`src/rtl/coin_pay_fsm.sv`:
```
// Payer-side driver for the single-coin vending block: sends a programmed number of
// spaced coin pulses, counts the colas that come back, then reports done and a count mismatch.
module coin_pay_fsm #(
   parameter int COIN_W = 4,
   parameter int GAP    = 4,
   parameter int PRICE  = 3
) (
   input  logic              sys_clk,
   input  logic              sys_rst,
   input  logic              pay_req,
   input  logic [COIN_W-1:0] pay_num,
   input  logic              pi_cola,
   output logic              po_money,
   output logic              pay_busy,
   output logic              pay_done,
   output logic [COIN_W-1:0] cola_cnt,
   output logic              cola_err
);

   typedef enum logic [4:0] {
      S_IDLE  = 5'b00001,
      S_SEND  = 5'b00010,
      S_GAP   = 5'b00100,
      S_DRAIN = 5'b01000,
      S_DONE  = 5'b10000
   } state_t;

   // GAP state lasts GAP-1 cycles; the counter starts at 0 on entry.
   localparam logic [3:0] GAP_LAST = 4'(GAP - 2);

   state_t            state;
   logic [COIN_W-1:0] rem;
   logic [COIN_W-1:0] num_lat;
   logic [3:0]        gap_cnt;
   logic [COIN_W-1:0] cnt_next;
   logic [COIN_W-1:0] quota;

   always_comb begin
      cnt_next = cola_cnt;
      if (pay_busy && pi_cola && (cola_cnt != '1))
         cnt_next = cola_cnt + 1'b1;
      quota = COIN_W'(int'(num_lat) / PRICE);
   end

   // NOTE: all state and outputs update with non-blocking assignments so every
   // branch below sees the pre-edge values of the registers it reads.
   always_ff @(posedge sys_clk or posedge sys_rst) begin
      if (sys_rst) begin
         state    <= S_IDLE;
         rem      <= '0;
         num_lat  <= '0;
         gap_cnt  <= '0;
         po_money <= 1'b0;
         pay_busy <= 1'b0;
         pay_done <= 1'b0;
         cola_cnt <= '0;
         cola_err <= 1'b0;
      end else begin
         po_money <= 1'b0;
         pay_done <= 1'b0;
         cola_cnt <= cnt_next;
         case (state)
            S_IDLE: begin
               if (pay_req) begin
                  num_lat  <= pay_num;
                  cola_cnt <= '0;
                  cola_err <= 1'b0;
                  pay_busy <= 1'b1;
                  if (pay_num != '0) begin
                     rem      <= pay_num;
                     po_money <= 1'b1;
                     state    <= S_SEND;
                  end else begin
                     pay_done <= 1'b1;
                     state    <= S_DONE;
                  end
               end
            end
            S_SEND: begin
               rem     <= rem - 1'b1;
               gap_cnt <= '0;
               state   <= (rem != COIN_W'(1)) ? S_GAP : S_DRAIN;
            end
            S_GAP: begin
               if (gap_cnt == GAP_LAST) begin
                  po_money <= 1'b1;
                  state    <= S_SEND;
               end else begin
                  gap_cnt <= gap_cnt + 1'b1;
               end
            end
            S_DRAIN: begin
               // Two cycles let the vending block's registered cola reply land.
               if (gap_cnt == 4'd1) begin
                  pay_done <= 1'b1;
                  cola_err <= (cnt_next != quota);
                  state    <= S_DONE;
               end else begin
                  gap_cnt <= gap_cnt + 1'b1;
               end
            end
            S_DONE: begin
               pay_busy <= 1'b0;
               state    <= S_IDLE;
            end
            default: begin
               pay_busy <= 1'b0;
               state    <= S_IDLE;
            end
         endcase
      end
   end

endmodule

```
`config.mk`:
```
export PLATFORM = sky130hd
export DESIGN_NAME = coin_pay_fsm
export DESIGN_NICKNAME = d
export VERILOG_FILES = /design/src/rtl/coin_pay_fsm.sv
export SDC_FILE = /design/constraint.sdc
export NUM_CORES = 1
export LEC_CHECK = 0
export CORE_MARGIN = 2
export CORE_UTILIZATION = 56
export DETAILED_ROUTE_END_ITERATION = 8
export PLACE_DENSITY = 0.85
export SLEW_MARGIN = 20
export SYNTH_ARGS = -nofsm -noshare
export SYNTH_HDL_FRONTEND = slang
export SYNTH_SLANG_ARGS = --single-unit
export TNS_END_PERCENT = 100
```
`constraint.sdc`:
```
create_clock -name sys_clk -period 2.3 [get_ports sys_clk]
set_input_delay 0.345 -clock sys_clk [delete_from_list [all_inputs] [get_ports sys_clk]]
set_output_delay 0.345 -clock sys_clk [all_outputs]
set_load 0.01 [all_outputs]
```
==> results of run 1 <==
## placed cells by master (no fill, tap or decap), types with 2 or more instances in the layout
cell type	count
inv_1	10
nand3_1	10
nor2_1	13
a211oi_1	4
a21oi_1	13
dfrtp_2	2
and2_1	2
and3_1	2
ha_1	9
clkdlybuf4s50_1	15
a21o_1	2
nor2_4	2
o21bai_1	2
nand2_1	20
xor2_1	2
nand4_1	2
buf_4	2
dfrtp_1	22
o21ai_0	11
nor3_2	2
clkbuf_4	3
xnor2_1	3
nor3b_1	2
## sequential cells by signal (all words and copies together) (netlist names)
signal / count
cola_cnt: 4
cola_err: 1
gap_cnt: 4
num_lat: 4
pay_busy: 1
pay_done: 1
po_money: 1
rem: 4
state: 5
## cells by family after synthesis
logic type / Yosys count
muxes: 1
xor gates and xnor gates: 5
buffers and inverters: 15
DFF: 25
adders and majority gates: 9
and+or+nand+nor: 68
AOI/OAI and AO/OA: 44
## power groups by stage
stage / Combinational [uW] / Clock, uW / Sequential, uW
after floorplan: 688 / 0 / 737
after global placement: 849 / 0 / 763
after detailed placement: 908 / 0 / 777
after CTS: 915 / 199 / 770
after global routing: 1050 / 216 / 806
final: 930 / 196 / 780
## layout make-up
class | count | area, um^2 | area share
sequential | 25 | 629 | 0.364
clock buffer | 4 | 26.3 | 0.0152
tap | 30 | 37.5 | 0.0217
multi-input combinational | 127 | 831 | 0.481
timing repair buffer | 17 | 165 | 0.0957
inverter | 10 | 37.5 | 0.0217
## per-layer routing
metal / up-vias / track usage / part of all wire
met5: - / 0 / 0
met4: 0 / 0.0748 / 0.012
met3: 6 / 0.0349 / 0.043
met2: 30 / 0.363 / 0.50
met1: 633 / 0.272 / 0.45
li1: 632 / - / -
## through the flow
step,instance area (um^2),utilization
3_3_place_gp,1690,0.671
2_1_floorplan,1510,-
5_1_grt,1730,0.685
3_5_place_dp,1690,0.671
4_1_cts,1720,0.682
6_report,1730,0.685
## final timing paths
| check | end | depth (start not counted) |
|---|---|---|
| worst min register to register | rem[0] | 1 |
| worst max-delay path | cola_err | 8 |
| max in group asynchronous | state[0] | 3 |
| worst min-delay path | num_lat[1] | 3 |
| worst max register to register | cola_err | 8 |
| min in group sys_clk | rem[0] | 1 |
## worst register-to-register path, cell delays in order, from the launching register on
cell and delay (ps):
dfrtp_2 500, ha_1 330, o21ai_0 90, ha_1 310, nor3b_2 180, o221ai_1 130, mux2i_1 170, xnor2_1 140
a21oi_1 80
==> impl_metrics.py, run 1 <==
metrics = {
    "route": {
        "final_antenna_net_count": 0,
        "drt-initial-drc-count": 36,
        "vias": 1301,
        "wl_per_cell_um": 14.8,
        "drc": 0,
        "totalWireLength_um": 3150,
        "via_per_inst": 6.11,
        "firstDrtPassIters": 4,
    },
    "synth": {
        "syn_inst": 167,
        "synth.area.top_cells": "dfrtp_1 40%, ha_1 7.4%, nand2_1 5.0%",
        "synthMuxAreaShare": 0.00661,
        "synth_cell_types": 48,
        "synth-compound-area-share": 0.185,
        "synth-seq-cells": 25,
        "synthFlopType": "dfrtp_1",
        "ys_top_cells_by_count": "24 x dfrtp_1, 20 x nand2_1, 13 x a21oi_1, 13 x nor2_1, 11 x o21ai_0",
        "yosysWarnings": 0,
        "synth_top_family_by_area": "simple AND/OR/NAND/NOR gates",
        "synth_edf_count": 0,
        "yosys.area.top_type": "dfrtp_1",
        "yosysMostFrequentCell": "dfrtp_1",
        "synth-simple-area-share": 0.250,
        "seq_area_frac_synth": 0.414,
        "avgSynthCellArea_um2": 9.07,
        "synth_fp_nets": 184,
        "synth_area_mm2": 0.00151,
        "synth_xor_area_frac": 0.0289,
        "async_flop_share": 1.00,
        "netlist.area_leader.share": 0.397,
        "synth-adder-area-share": 0.0744,
    },
    "floorplan": {
        "die_w_um": 56.0,
        "initial_utilization": 0.600,
        "io-pin-count": 16,
        "core_mm2": 0.00252,
        "die_y_um": 56.0,
        "die_area_mm2": 0.00314,
        "rows": 18,
    },
    "pwr": {
        "clkPwrFrac": 0.103,
        "power.internal_uw": 1080,
        "pwr-share-comb": 0.488,
        "total_leakage_power_uw": 0.000752,
        "swShare": 0.431,
        "p_sw_uw": 822,
        "totalPowerFinal_uw": 1910,
        "seqPwrFrac": 0.409,
        "ir_worst_vdd_uv": 757,
        "powerDensity_mw_per_mm2": 1100,
    },
    "timing": {
        "fin_hold_ws_ps": 357,
        "slew_violations": 0,
        "max_slew.worst_pin.slew_ps": 438,
        "final.setup.tns_ps": 0,
        "finalClockSkew_ps": 1.77,
        "maxSlewHeadroom": 0.706,
        "finalSetupViolCount": 0,
        "finalCritPeriodShare": 0.885,
        "finalCriticalPeriod_ps": 2040,
        "hold_viol_final": 0,
        "setup_slack_ps": 265,
        "rsz0062_at_grt": "no",
        "fmax_ghz": 0.491,
    },
    "clock_network": {
        "cts_root_buffer": "clkbuf_4",
        "clk_latency_ps": 310,
        "cts_tree": "built",
        "ctsResizeCount": 0,
        "postCtsSetupRepairBufs": 0,
        "ctsHoldBuffers": 0,
        "htree_levels": 1,
        "cts_buffer_depth": 2,
        "cts_buffers": 3,
        "cts_sinks": 25,
        "clk_pin_slew_worst_paths_ps": 130,
    },
    "layout": {
        "syn_to_final_growth_pct": 14.0,
        "final_cell_count_no_fill": 213,
        "layout-drive-gt1-share": 0.0984,
        "fillers": 214,
        "diodes": 0,
        "nets": 201,
    },
    "place": {
        "portBuffers": 15,
        "place_ws_ps": 175,
        "dpl.hpwl_um": 2390,
        "dp.cells": 209,
        "gp_congestion": 0.839,
    },
    "worst_setup_path": {
        "endpoint_kind": "flop",
        "crit_path_frequent_cell": "ha_1",
        "path_delay_family": "adder cells",
        "crit_required_ps": 2510,
        "crit_path_start": "num_lat[3]",
        "cp-start-kind": "flop",
        "reg2reg_from": "num_lat[3]",
        "path_max_fanout": 11,
        "worstPathArrival_ps": 2250,
        "crit_path_cell_trace": "ha_1 -> o21ai_0 -> ha_1 -> nor3b_2 -> o221ai_1 -> mux2i_1 -> xnor2_1 -> a21oi_1",
        "reg2reg_slack_ps": 260,
        "slowest_stage": "dfrtp_2",
        "worst_path_largest_cell_delay_ps": 500,
        "worstSetupPathType": "reg -> reg",
        "crit_buf_inv": 0,
    },
    "grt": {
        "gr-total-overflow": 0,
        "grt_pass1_vias": 1216,
        "grt_max_degree": 26,
        "grt_pass1_wl_um": 5330,
        "grtUsageTotal": 0.213,
        "antenna_found_initial": 0,
    },
    "status": {
        "status": "completed",
    },
    "run": {
        "maxCapViolations": 0,
    },
    "worst_hold_path": {
        "hp-class": "in -> async",
    },
}
Power figures use the tool's default switching activity.
==> run 2, diff against run 1 <==
--- a/config.mk
+++ b/config.mk
@@ -5,9 +5,12 @@
 export SDC_FILE = /design/constraint.sdc
 export NUM_CORES = 1
 export LEC_CHECK = 0
+export CELL_PAD_IN_SITES_DETAIL_PLACEMENT = 0
+export CELL_PAD_IN_SITES_GLOBAL_PLACEMENT = 1
 export CORE_MARGIN = 2
-export CORE_UTILIZATION = 56
+export CORE_UTILIZATION = 43
 export DETAILED_ROUTE_END_ITERATION = 8
+export GPL_ROUTABILITY_DRIVEN = 0
 export PLACE_DENSITY = 0.85
 export SLEW_MARGIN = 20
 export SYNTH_ARGS = -nofsm -noshare
==> impl_metrics.py, run 2 (synthesis gave the netlist of run 1 again) <==
metrics = {
    "place": {
        "dpl.hpwl_um": 2340,
        "portBuffers": 15,
        "place_area_mm2": 0.00171,
    },
    "clock_network": {
        "cts_buffer_depth": 2,
        "clk_latency_ps": 330,
        "cts_sinks": 25,
        "cts_tree": "built",
        "postCtsSetupRepairBufs": 0,
        "clk_pin_slew_worst_paths_ps": 150,
        "cts_root_buffer": "clkbuf_4",
        "cts_buffers": 3,
        "ctsResizeCount": 0,
        "ctsHoldBuffers": 0,
        "htree_levels": 1,
    },
    "floorplan": {
        "die_area_mm2": 0.00401,
        "die_w_um": 63.3,
        "rows": 21,
        "core_mm2": 0.00336,
        "die_y_um": 63.3,
        "initial_utilization": 0.450,
        "io-pin-count": 16,
    },
    "grt": {
        "grtUsageTotal": 0.172,
        "antenna_found_initial": 0,
        "grt_pass1_vias": 1245,
        "gr-total-overflow": 0,
        "use_met2": 0.292,
        "busiest_layer": "met2",
        "use_met3": 0.0464,
        "globalRouteMet1Util": 0.221,
        "grt_pass1_wl_um": 5510,
        "grt_max_degree": 26,
    },
    "layout": {
        "fillers": 322,
        "postLayoutCellArea_mm2": 0.00174,
        "nets": 201,
        "syn_to_final_growth_pct": 15.1,
        "layout-drive-gt1-share": 0.0874,
        "diodes": 0,
        "regMostFlops": "state",
        "largest_register_ffs": 5,
        "final_cell_mix": "24 x dfrtp_1, 20 x nand2_1, 15 x clkdlybuf4s50_1",
        "layout.cells.most_common": "dfrtp_1",
    },
    "worst_setup_path": {
        "path_delay_family": "adder cells",
        "crit_end": "cola_err",
        "cp-start-kind": "flop",
        "endpoint_kind": "flop",
        "crit_path_frequent_cell": "ha_1",
        "crit_required_ps": 2540,
        "reg2reg_to": "cola_err",
        "crit_path_cell_trace": "ha_1 -> o21ai_0 -> ha_1 -> nor3b_1 -> o221ai_1 -> mux2i_1 -> xnor2_1 -> a21oi_1",
        "slowest_stage": "dfrtp_1",
        "worst_path_largest_cell_delay_ps": 520,
        "r2r_cells": 8,
        "worstPathArrival_ps": 2350,
        "worstSetupPathType": "reg -> reg",
        "worst-path-stages": 8,
        "reg2reg_from": "num_lat[3]",
        "path_max_fanout": 11,
        "reg2reg_slack_ps": 190,
        "crit_path_start": "num_lat[3]",
        "crit_buf_inv": 0,
    },
    "route": {
        "final_antenna_net_count": 0,
        "totalWireLength_um": 3120,
        "vias": 1289,
        "via_per_inst": 5.63,
        "drc": 0,
        "drt-initial-drc-count": 124,
        "firstDrtPassIters": 4,
        "wl_per_cell_um": 13.6,
    },
    "timing": {
        "maxSlewHeadroom": 0.716,
        "fmax_ghz": 0.474,
        "finalCritPeriodShare": 0.918,
        "finalCriticalPeriod_ps": 2110,
        "rsz0062_at_grt": "no",
        "hold_viol_final": 0,
        "slew_violations": 0,
        "final.setup.tns_ps": 0,
        "finalClockSkew_ps": 7.52,
        "max_slew.worst_pin.slew_ps": 423,
        "finalSetupViolCount": 0,
    },
    "pwr": {
        "total_leakage_power_uw": 0.000752,
        "totalPowerFinal_uw": 1890,
        "ir_worst_vdd_uv": 555,
        "powerDensity_mw_per_mm2": 1090,
    },
    "run": {
        "maxCapViolations": 0,
    },
    "status": {
        "status": "completed",
    },
    "worst_hold_path": {
        "hp-class": "in -> async",
    },
}
==> run 2: changes by cell type in the layout (fill, tap and decap cells not counted) <==
| cell | before | now |
|---|---|---|
| clkbuf_1 | 1 | 0 |
| nor3b_2 | 1 | 0 |
| clkinvlp_4 | 0 | 1 |
| nor3b_1 | 2 | 3 |
| dfrtp_1 | 22 | 24 |
| dfrtp_2 | 2 | 0 |
==> run 2: worst min-delay path, cell delays in order <==
cell,delay (ps)
clkdlybuf4s50_1,390
inv_1,50
buf_4,310
==> run 2: stage by stage <==
step,utilization,setup WS [ps],hold slack [ps],instances
6_report,0.518,188,342,229
5_1_grt,0.518,73.4,373,229
4_1_cts,0.518,189,343,229
3_5_place_dp,0.509,211,475,225
3_3_place_gp,0.509,359,474,225
2_1_floorplan,-,422,372,167
==> run 2: where the power goes <==
part	leakage [uW]	internal, uW	switching (uW)	total [uW]
Clock	0.0000139	66.6	143	209
Combinational	0.000417	409	503	912
Sequential	0.000321	596	176	772
==> run 2: metal layers <==
layer	part of all wire	up-vias
met3	0.046	2
met4	0.0061	0
met5	0	-
met1	0.46	622
li1	-	630
met2	0.49	35
==> run 2: layout make-up <==
class	instances	area, um^2	area share
multi-input combinational	127	826	0.474
clock buffer	3	22.5	0.0129
tap	46	57.6	0.0330
clock inverter	1	7.51	0.00431
inverter	10	37.5	0.0215
timing repair buffer	17	165	0.0948
sequential	25	627	0.360
==> run 2: how the worst min path moves through the flow <==
stage	slack [ps]	to	cells after the start	start
finish	340	state[3]	3	sys_rst
floorplan	370	cola_cnt[0]	1	sys_rst
CTS	340	gap_cnt[0]	3	sys_rst
global route	370	state[3]	3	sys_rst
global placement	470	rem[3]	1	rem[3]
detailed placement	470	rem[3]	1	rem[3]
